--- config.mk ---
export PLATFORM = sky130hd
export DESIGN_NAME = alu_entry_ctrl
export DESIGN_NICKNAME = d
export VERILOG_FILES = /design/src/rtl/cpu_types_pkg.sv /design/src/rtl/key_debounce.sv /design/src/rtl/alu_entry_ctrl.sv
export SDC_FILE = /design/constraint.sdc
export NUM_CORES = 1
export LEC_CHECK = 0
export CORE_MARGIN = 2
export CORE_UTILIZATION = 47
export CTS_BUF_LIST = sky130_fd_sc_hd__clkbuf_4 sky130_fd_sc_hd__clkbuf_8 sky130_fd_sc_hd__clkbuf_16
export DETAILED_ROUTE_END_ITERATION = 10
export PLACE_DENSITY = 0.85
export SYNTH_ARGS = -nofsm -noshare
export SYNTH_HDL_FRONTEND = slang
export SYNTH_SLANG_ARGS = --single-unit
--- constraint.sdc ---
create_clock -name CLOCK_50 -period 1.7 [get_ports CLOCK_50]
set_input_delay 0.255 -clock CLOCK_50 [delete_from_list [all_inputs] [get_ports CLOCK_50]]
set_output_delay 0.255 -clock CLOCK_50 [all_outputs]
set_load 0.01 [all_outputs]
--- src/rtl/cpu_types_pkg.sv ---
`default_nettype none
// ============================================================================
// Module      : cpu_types_pkg
// Description : Shared CPU datapath types plus the operand-entry state enum
//               and small helpers used by the ALU entry controller.
//               Exports: word_t (32-bit datapath word), aluop_t (4-bit
//               opcode), entry_state_t (ENTER_A/ENTER_B/ENTER_OP/SHOW),
//               sext_sw() and state_onehot().
// Revision    : 1.0 - initial release
// ============================================================================
package cpu_types_pkg;

  typedef logic [31:0] word_t;
  typedef logic [3:0]  aluop_t;

  typedef enum logic [1:0] {
    ENTER_A  = 2'd0,
    ENTER_B  = 2'd1,
    ENTER_OP = 2'd2,
    SHOW     = 2'd3
  } entry_state_t;

  // Switch bank layout: [15:0] magnitude bits, [16] sign. The sign bit is
  // replicated over the upper half of the word.
  function automatic word_t sext_sw(input logic [16:0] sw);
    return {{16{sw[16]}}, sw[15:0]};
  endfunction

  // LED pattern for a given entry state: bit n lit for state n.
  function automatic logic [3:0] state_onehot(input entry_state_t st);
    logic [3:0] led;
    led = 4'b0000;
    led[st] = 1'b1;
    return led;
  endfunction

endpackage
`default_nettype wire

--- src/rtl/key_debounce.sv ---
`default_nettype none
// ============================================================================
// Module      : key_debounce
// Description : One pushbutton channel: two-flop synchronizer, saturating
//               debounce counter and press-edge detector.
//   clk_i   in   clock
//   rst_i   in   synchronous active-high reset
//   key_n_i in   raw active-low key, asynchronous to clk_i
//   press_o out  one-cycle pulse in the cycle the debounced level becomes
//                "pressed"
// Revision    : 1.0 - initial release
// ============================================================================
module key_debounce #(
  parameter int unsigned DEBOUNCE_CYCLES = 500000
) (
  input  logic clk_i,
  input  logic rst_i,
  input  logic key_n_i,
  output logic press_o
);

  localparam int unsigned CNT_W = (DEBOUNCE_CYCLES > 1) ? $clog2(DEBOUNCE_CYCLES) : 1;
  localparam logic [CNT_W-1:0] CNT_LAST = CNT_W'(DEBOUNCE_CYCLES - 1);

  logic             meta_q,  sync_q;
  logic             level_q, level_d;   // debounced level, 1 = released
  logic [CNT_W-1:0] cnt_q,   cnt_d;
  logic             armed_q, armed_d;
  logic             press_q, press_d;

  // The counter is cleared on every flip and every agreeing sample, so it
  // stops at CNT_LAST and can never wrap into a false acceptance.
  always_comb begin
    level_d = level_q;
    cnt_d   = cnt_q;
    armed_d = armed_q;
    press_d = 1'b0;
    if (sync_q != level_q) begin
      if (cnt_q == CNT_LAST) begin
        level_d = sync_q;
        cnt_d   = '0;
        if (!sync_q) begin
          press_d = armed_q;
        end else begin
          armed_d = 1'b1;
        end
      end else begin
        cnt_d = cnt_q + CNT_W'(1);
      end
    end else begin
      cnt_d = '0;
      // Synchronizer resets to "pressed", so a key held through reset never
      // shows a released sample and stays disarmed until a debounced release.
      if (level_q && sync_q) begin
        armed_d = 1'b1;
      end
    end
  end

  always_ff @(posedge clk_i) begin
    if (rst_i) begin
      meta_q  <= 1'b0;
      sync_q  <= 1'b0;
      level_q <= 1'b1;
      cnt_q   <= '0;
      armed_q <= 1'b0;
      press_q <= 1'b0;
    end else begin
      meta_q  <= key_n_i;
      sync_q  <= meta_q;
      level_q <= level_d;
      cnt_q   <= cnt_d;
      armed_q <= armed_d;
      press_q <= press_d;
    end
  end

  assign press_o = press_q;

endmodule
`default_nettype wire

--- src/rtl/alu_entry_ctrl.sv ---
`default_nettype none
// ============================================================================
// Module      : alu_entry_ctrl
// Description : Pushbutton/switch front end that captures two signed 16-bit
//               operands and an ALU opcode in sequence.
//   CLOCK_50  in   clock
//   RST       in   synchronous active-high reset
//   KEY[3:0]  in   raw active-low keys; KEY[0] advance, KEY[1] abort
//   SW[17:0]  in   raw switches; [15:0] value, [16] sign, [3:0] opcode
//   portA     out  captured operand A
//   portB     out  captured operand B
//   ALUOP     out  captured opcode
//   valid     out  A, B and ALUOP form a committed set
//   state_led out  one-hot entry state
// Revision    : 1.0 - initial release
// ============================================================================
module alu_entry_ctrl
  import cpu_types_pkg::*;
#(
  parameter int unsigned DEBOUNCE_CYCLES = 500000
) (
  input  logic        CLOCK_50,
  input  logic        RST,
  input  logic [3:0]  KEY,
  input  logic [17:0] SW,
  output word_t       portA,
  output word_t       portB,
  output aluop_t      ALUOP,
  output logic        valid,
  output logic [3:0]  state_led
);

  logic [17:0]  sw_meta_q, sw_sync_q;
  logic [3:0]   press;
  entry_state_t state_q;
  logic [2:0]   unused_bits;

  always_ff @(posedge CLOCK_50) begin
    if (RST) begin
      sw_meta_q <= '0;
      sw_sync_q <= '0;
    end else begin
      sw_meta_q <= SW;
      sw_sync_q <= sw_meta_q;
    end
  end

  generate
    for (genvar i = 0; i < 4; i++) begin : g_key
      key_debounce #(
        .DEBOUNCE_CYCLES(DEBOUNCE_CYCLES)
      ) u_debounce (
        .clk_i  (CLOCK_50),
        .rst_i  (RST),
        .key_n_i(KEY[i]),
        .press_o(press[i])
      );
    end
  endgenerate

  // KEY[3:2] are debounced but have no function; SW[17] is unassigned.
  assign unused_bits = {press[3:2], sw_sync_q[17]};

  always_ff @(posedge CLOCK_50) begin
    if (RST) begin
      state_q   <= ENTER_A;
      portA     <= '0;
      portB     <= '0;
      ALUOP     <= '0;
      valid     <= 1'b0;
      state_led <= state_onehot(ENTER_A);
    end else if (press[1]) begin
      // Abort outranks a coincident advance; captured values are kept.
      state_q   <= ENTER_A;
      valid     <= 1'b0;
      state_led <= state_onehot(ENTER_A);
    end else if (press[0]) begin
      unique case (state_q)
        ENTER_A: begin
          portA     <= sext_sw(sw_sync_q[16:0]);
          state_q   <= ENTER_B;
          state_led <= state_onehot(ENTER_B);
        end
        ENTER_B: begin
          portB     <= sext_sw(sw_sync_q[16:0]);
          state_q   <= ENTER_OP;
          state_led <= state_onehot(ENTER_OP);
        end
        ENTER_OP: begin
          ALUOP     <= sw_sync_q[3:0];
          valid     <= 1'b1;
          state_q   <= SHOW;
          state_led <= state_onehot(SHOW);
        end
        SHOW: begin
          valid     <= 1'b0;
          state_q   <= ENTER_A;
          state_led <= state_onehot(ENTER_A);
        end
        default: begin
          state_q   <= ENTER_A;
          state_led <= state_onehot(ENTER_A);
        end
      endcase
    end
  end

endmodule
`default_nettype wire

==> impl_metrics.tcl <==
set metrics [dict create \
    critPathCaptureType "register" \
    cp_slowest_cell "or4_4" \
    antenna_found_initial 0 \
    final-max-slew-violation-count 0 \
    synthCells 552 \
    totalWireLength_um 10700 \
    finalClockSkew_ns 0.0104 \
    drt_iter0_drc 222 \
    first_pass_iters 4 \
    wl_per_cell_um 13.5 \
    cp_cell_sequence "nand2b_4 > or4_4 > or2_4 > a311oi_2" \
    tightest_slew_ns 0.663 \
    yosys.area.top_type "dfxtp_1" \
    area_growth_pct 31.1 \
    nFillCells 833 \
    peakVddDrop_mv 0.570 \
    grt_pass1_vias 3820 \
    routed_via_density 5.07 \
    grt_first_pass_wirelength_um 17400 \
    path_max_fanout 4 \
    antenna_cells 0 \
    grt_max_degree 55 \
    synth-edff-count 0 \
    synthArstFlopShare 0 \
    num_vias 3993 \
    netlist_area_mm2 0.00506 \
    num_io_pins 97 \
    multi_input_area_mm2 0.00217 \
    synthFlopType "dfxtp_1" \
    fin_crit_sh 0.977 \
    worstHoldPathCells 2 \
    yosysWarnings 0 \
    min_path_type "input pin to register" \
    drive_gt1_frac 0.131 \
    syn-num-nets 588 \
    ctsLongestPathBuffers 2 \
    coreArea_mm2 0.0104 \
    path_class "register to register" \
    cts-root-buf "clkbuf_8" \
    cts_tree "built" \
    finalHoldViolCount 0 \
    stdcell_area_mm2 0.00664 \
    required_ns 2.14 \
    seq_area_mm2 0.00255 \
    grtUsageTotal 0.191 \
    cp_top_family "simple AND/OR/NAND/NOR gates" \
    die_w_um 108 \
    start_util 0.488 \
    dpl.hpwl_um 7130 \
    dpl_cell_area_mm2 0.00602 \
    crit_arrival_ns 2.10 \
    ys_seq_elements 127 \
    detail-route-antenna-nets 0 \
    clk-insertion-delay-late_ns 0.53 \
    rsz0062_at_grt "true" \
    cts_buffers 17 \
    status "complete, no violations" \
    leakagePower_nw 3.06 \
    ys_seq_area_frac 0.502 \
    relSlewSlack 0.558 \
    ys_types 47 \
    final_nets 675 \
    htree_levels 4 \
    crit_path_max_incr_delay_ns 0.52 \
    overflow 0 \
    drc_errors 0 \
    power.total_mw 6.57 \
    cp.depth 4 \
    avgSynthCellArea_um2 9.17 \
    max_freq_mhz 602 \
    drv_cap 0 \
    clkSinkCount 127 \
    dieArea_mm2 0.0116 \
    synth_top_cell_area_share 0.502 \
    finalSetupViolCount 0 \
    num_rows 37 \
    port_buffers 93 \
    reg2reg_depth 4 \
    synthTopCellsByArea "dfxtp_1 50%, nand2_1 6.1%, nor2b_1 5.1%" \
    cellPowerDensity_mw_per_mm2 989 \
    clk_pin_slew_worst_paths_ns 0.06 \
    path_buf_inv 0 \
    cp-start-kind "register" \
    die_h_um 108 \
    routabilityCongestion 0.863 \
    min_period_ns 1.66 \
]
==> final timing paths <==
kind	to	startpoint	slack (ns)
setup / recovery	g_key[1].u_debounce.armed_q$_SDFFE_PP0P_	g_key[1].u_debounce.cnt_q[8]$_SDFF_PP0_	0.04
hold / removal	g_key[0].u_debounce.meta_q$_SDFF_PP0_	RST	0.06
setup reg to reg	g_key[1].u_debounce.armed_q$_SDFFE_PP0P_	g_key[1].u_debounce.cnt_q[8]$_SDFF_PP0_	0.04
hold reg to reg	sw_sync_q[10]$_SDFF_PP0_	sw_meta_q[10]$_SDFF_PP0_	0.43
==> what timing repair did <==
action                     in CTS  in global routing
pin swaps                       0                  2
buffers inserted                0                  2
resized for setup              42                 33
setup endpoints to repair      40                 45
hold buffers                    0                  0
==> metrics by stage <==
step | util | hold WS, ns | std cells | TNS [ns] | setup slack, ns
final | 0.640 | 0.0614 | 787 | 0 | 0.0392
after CTS | 0.631 | 0.0419 | 785 | 0 | 0.000968
after global placement | 0.581 | 0.417 | 754 | 0 | 0.0787
after floorplan | - | 0.383 | 552 | 0 | 0.0143
after global routing | 0.640 | 0.0735 | 787 | -0.0232 | -0.0109
after detailed placement | 0.581 | 0.420 | 754 | 0 | 0.0234
==> report_power, final <==
group	switching (mW)	internal, mW	total (mW)
registers	0.0245	3.03	3.05
clock network	1.37	1.95	3.32
logic	0.0926	0.0981	0.191
==> cell type report <==
cell class	instances	area share
clock buffer	17	0.0624
clock inverter	14	0.0205
inverter	13	0.00735
multi-input combinational	359	0.327
sequential	127	0.384
tap	136	0.0256
timing repair buffer	121	0.173
==> sequential cells by signal, summed over array words and instances, names as in the netlist <==
signal and flops:
ALUOP 4, g_key.u_debounce.armed_q 2, g_key.u_debounce.cnt_q 38, g_key.u_debounce.level_q 2, g_key.u_debounce.meta_q 2, g_key.u_debounce.press_o 2
g_key.u_debounce.sync_q 2, portA 17, portB 17, state_led 4, state_q 2, sw_meta_q 17
sw_sync_q 17, valid 1
==> synth_stat cells, drive strengths merged, types with 2 or more instances <==
cell and n:
and4 2, inv 13, and2 4, mux2i 12, xnor2 17, or3 3
or2 3, and3 3, nor2 54, buf 36, clkbuf 17, nor3 9
nand2 82, nand3b 2, nand3 14, nand2b 2, dfxtp 127, or4 5
o21ai 5, nor2b 41, nor4b 4, xor2 10, nand4 12, nor3b 2
nor4 9, a21oi 43, ha 12, o31ai 2
==> routing by layer <==
metal	part of all wire	global-route usage	vias to the layer above
li1	-	-	1977
met1	0.40	0.208	1852
met2	0.51	0.334	139
met3	0.067	0.0660	25
met4	0.023	0.0833	0
met5	0	0	-
==> cells in the final DEF, fill, tap and decap left out, types with 16 or more instances in the layout <==
cell / instances
dfxtp_1: 122
nand2_1: 82
nor2_1: 54
a21oi_1: 43
nor2b_1: 41
dlygate4sd2_1: 38
clkdlybuf4s50_1: 30
buf_4: 28
dlymetal6s2s_1: 24
xnor2_1: 17
clkbuf_16: 16
==> logic make-up after synthesis <==
family,after synthesis,synth area share
buffers and inverters,66,0.0749
AOI/OAI and AO/OA,54,0.0610
muxes,12,0.0237
adders and majority gates,12,0.0297
xor gates and xnor gates,27,0.0467
and+or+nand+nor,254,0.262
DFF,127,0.502
==> worst register-to-register path, delay by kind of cell, from the launching register on <==
| family | cells | cell delay (ns) |
|---|---|---|
| flip-flops | 1 | 0.45 |
| AO/OA/AOI/OAI | 1 | 0.25 |
| AND/OR/NAND/NOR | 3 | 0.88 |
Note: power is estimated with default switching activity, not from simulation.
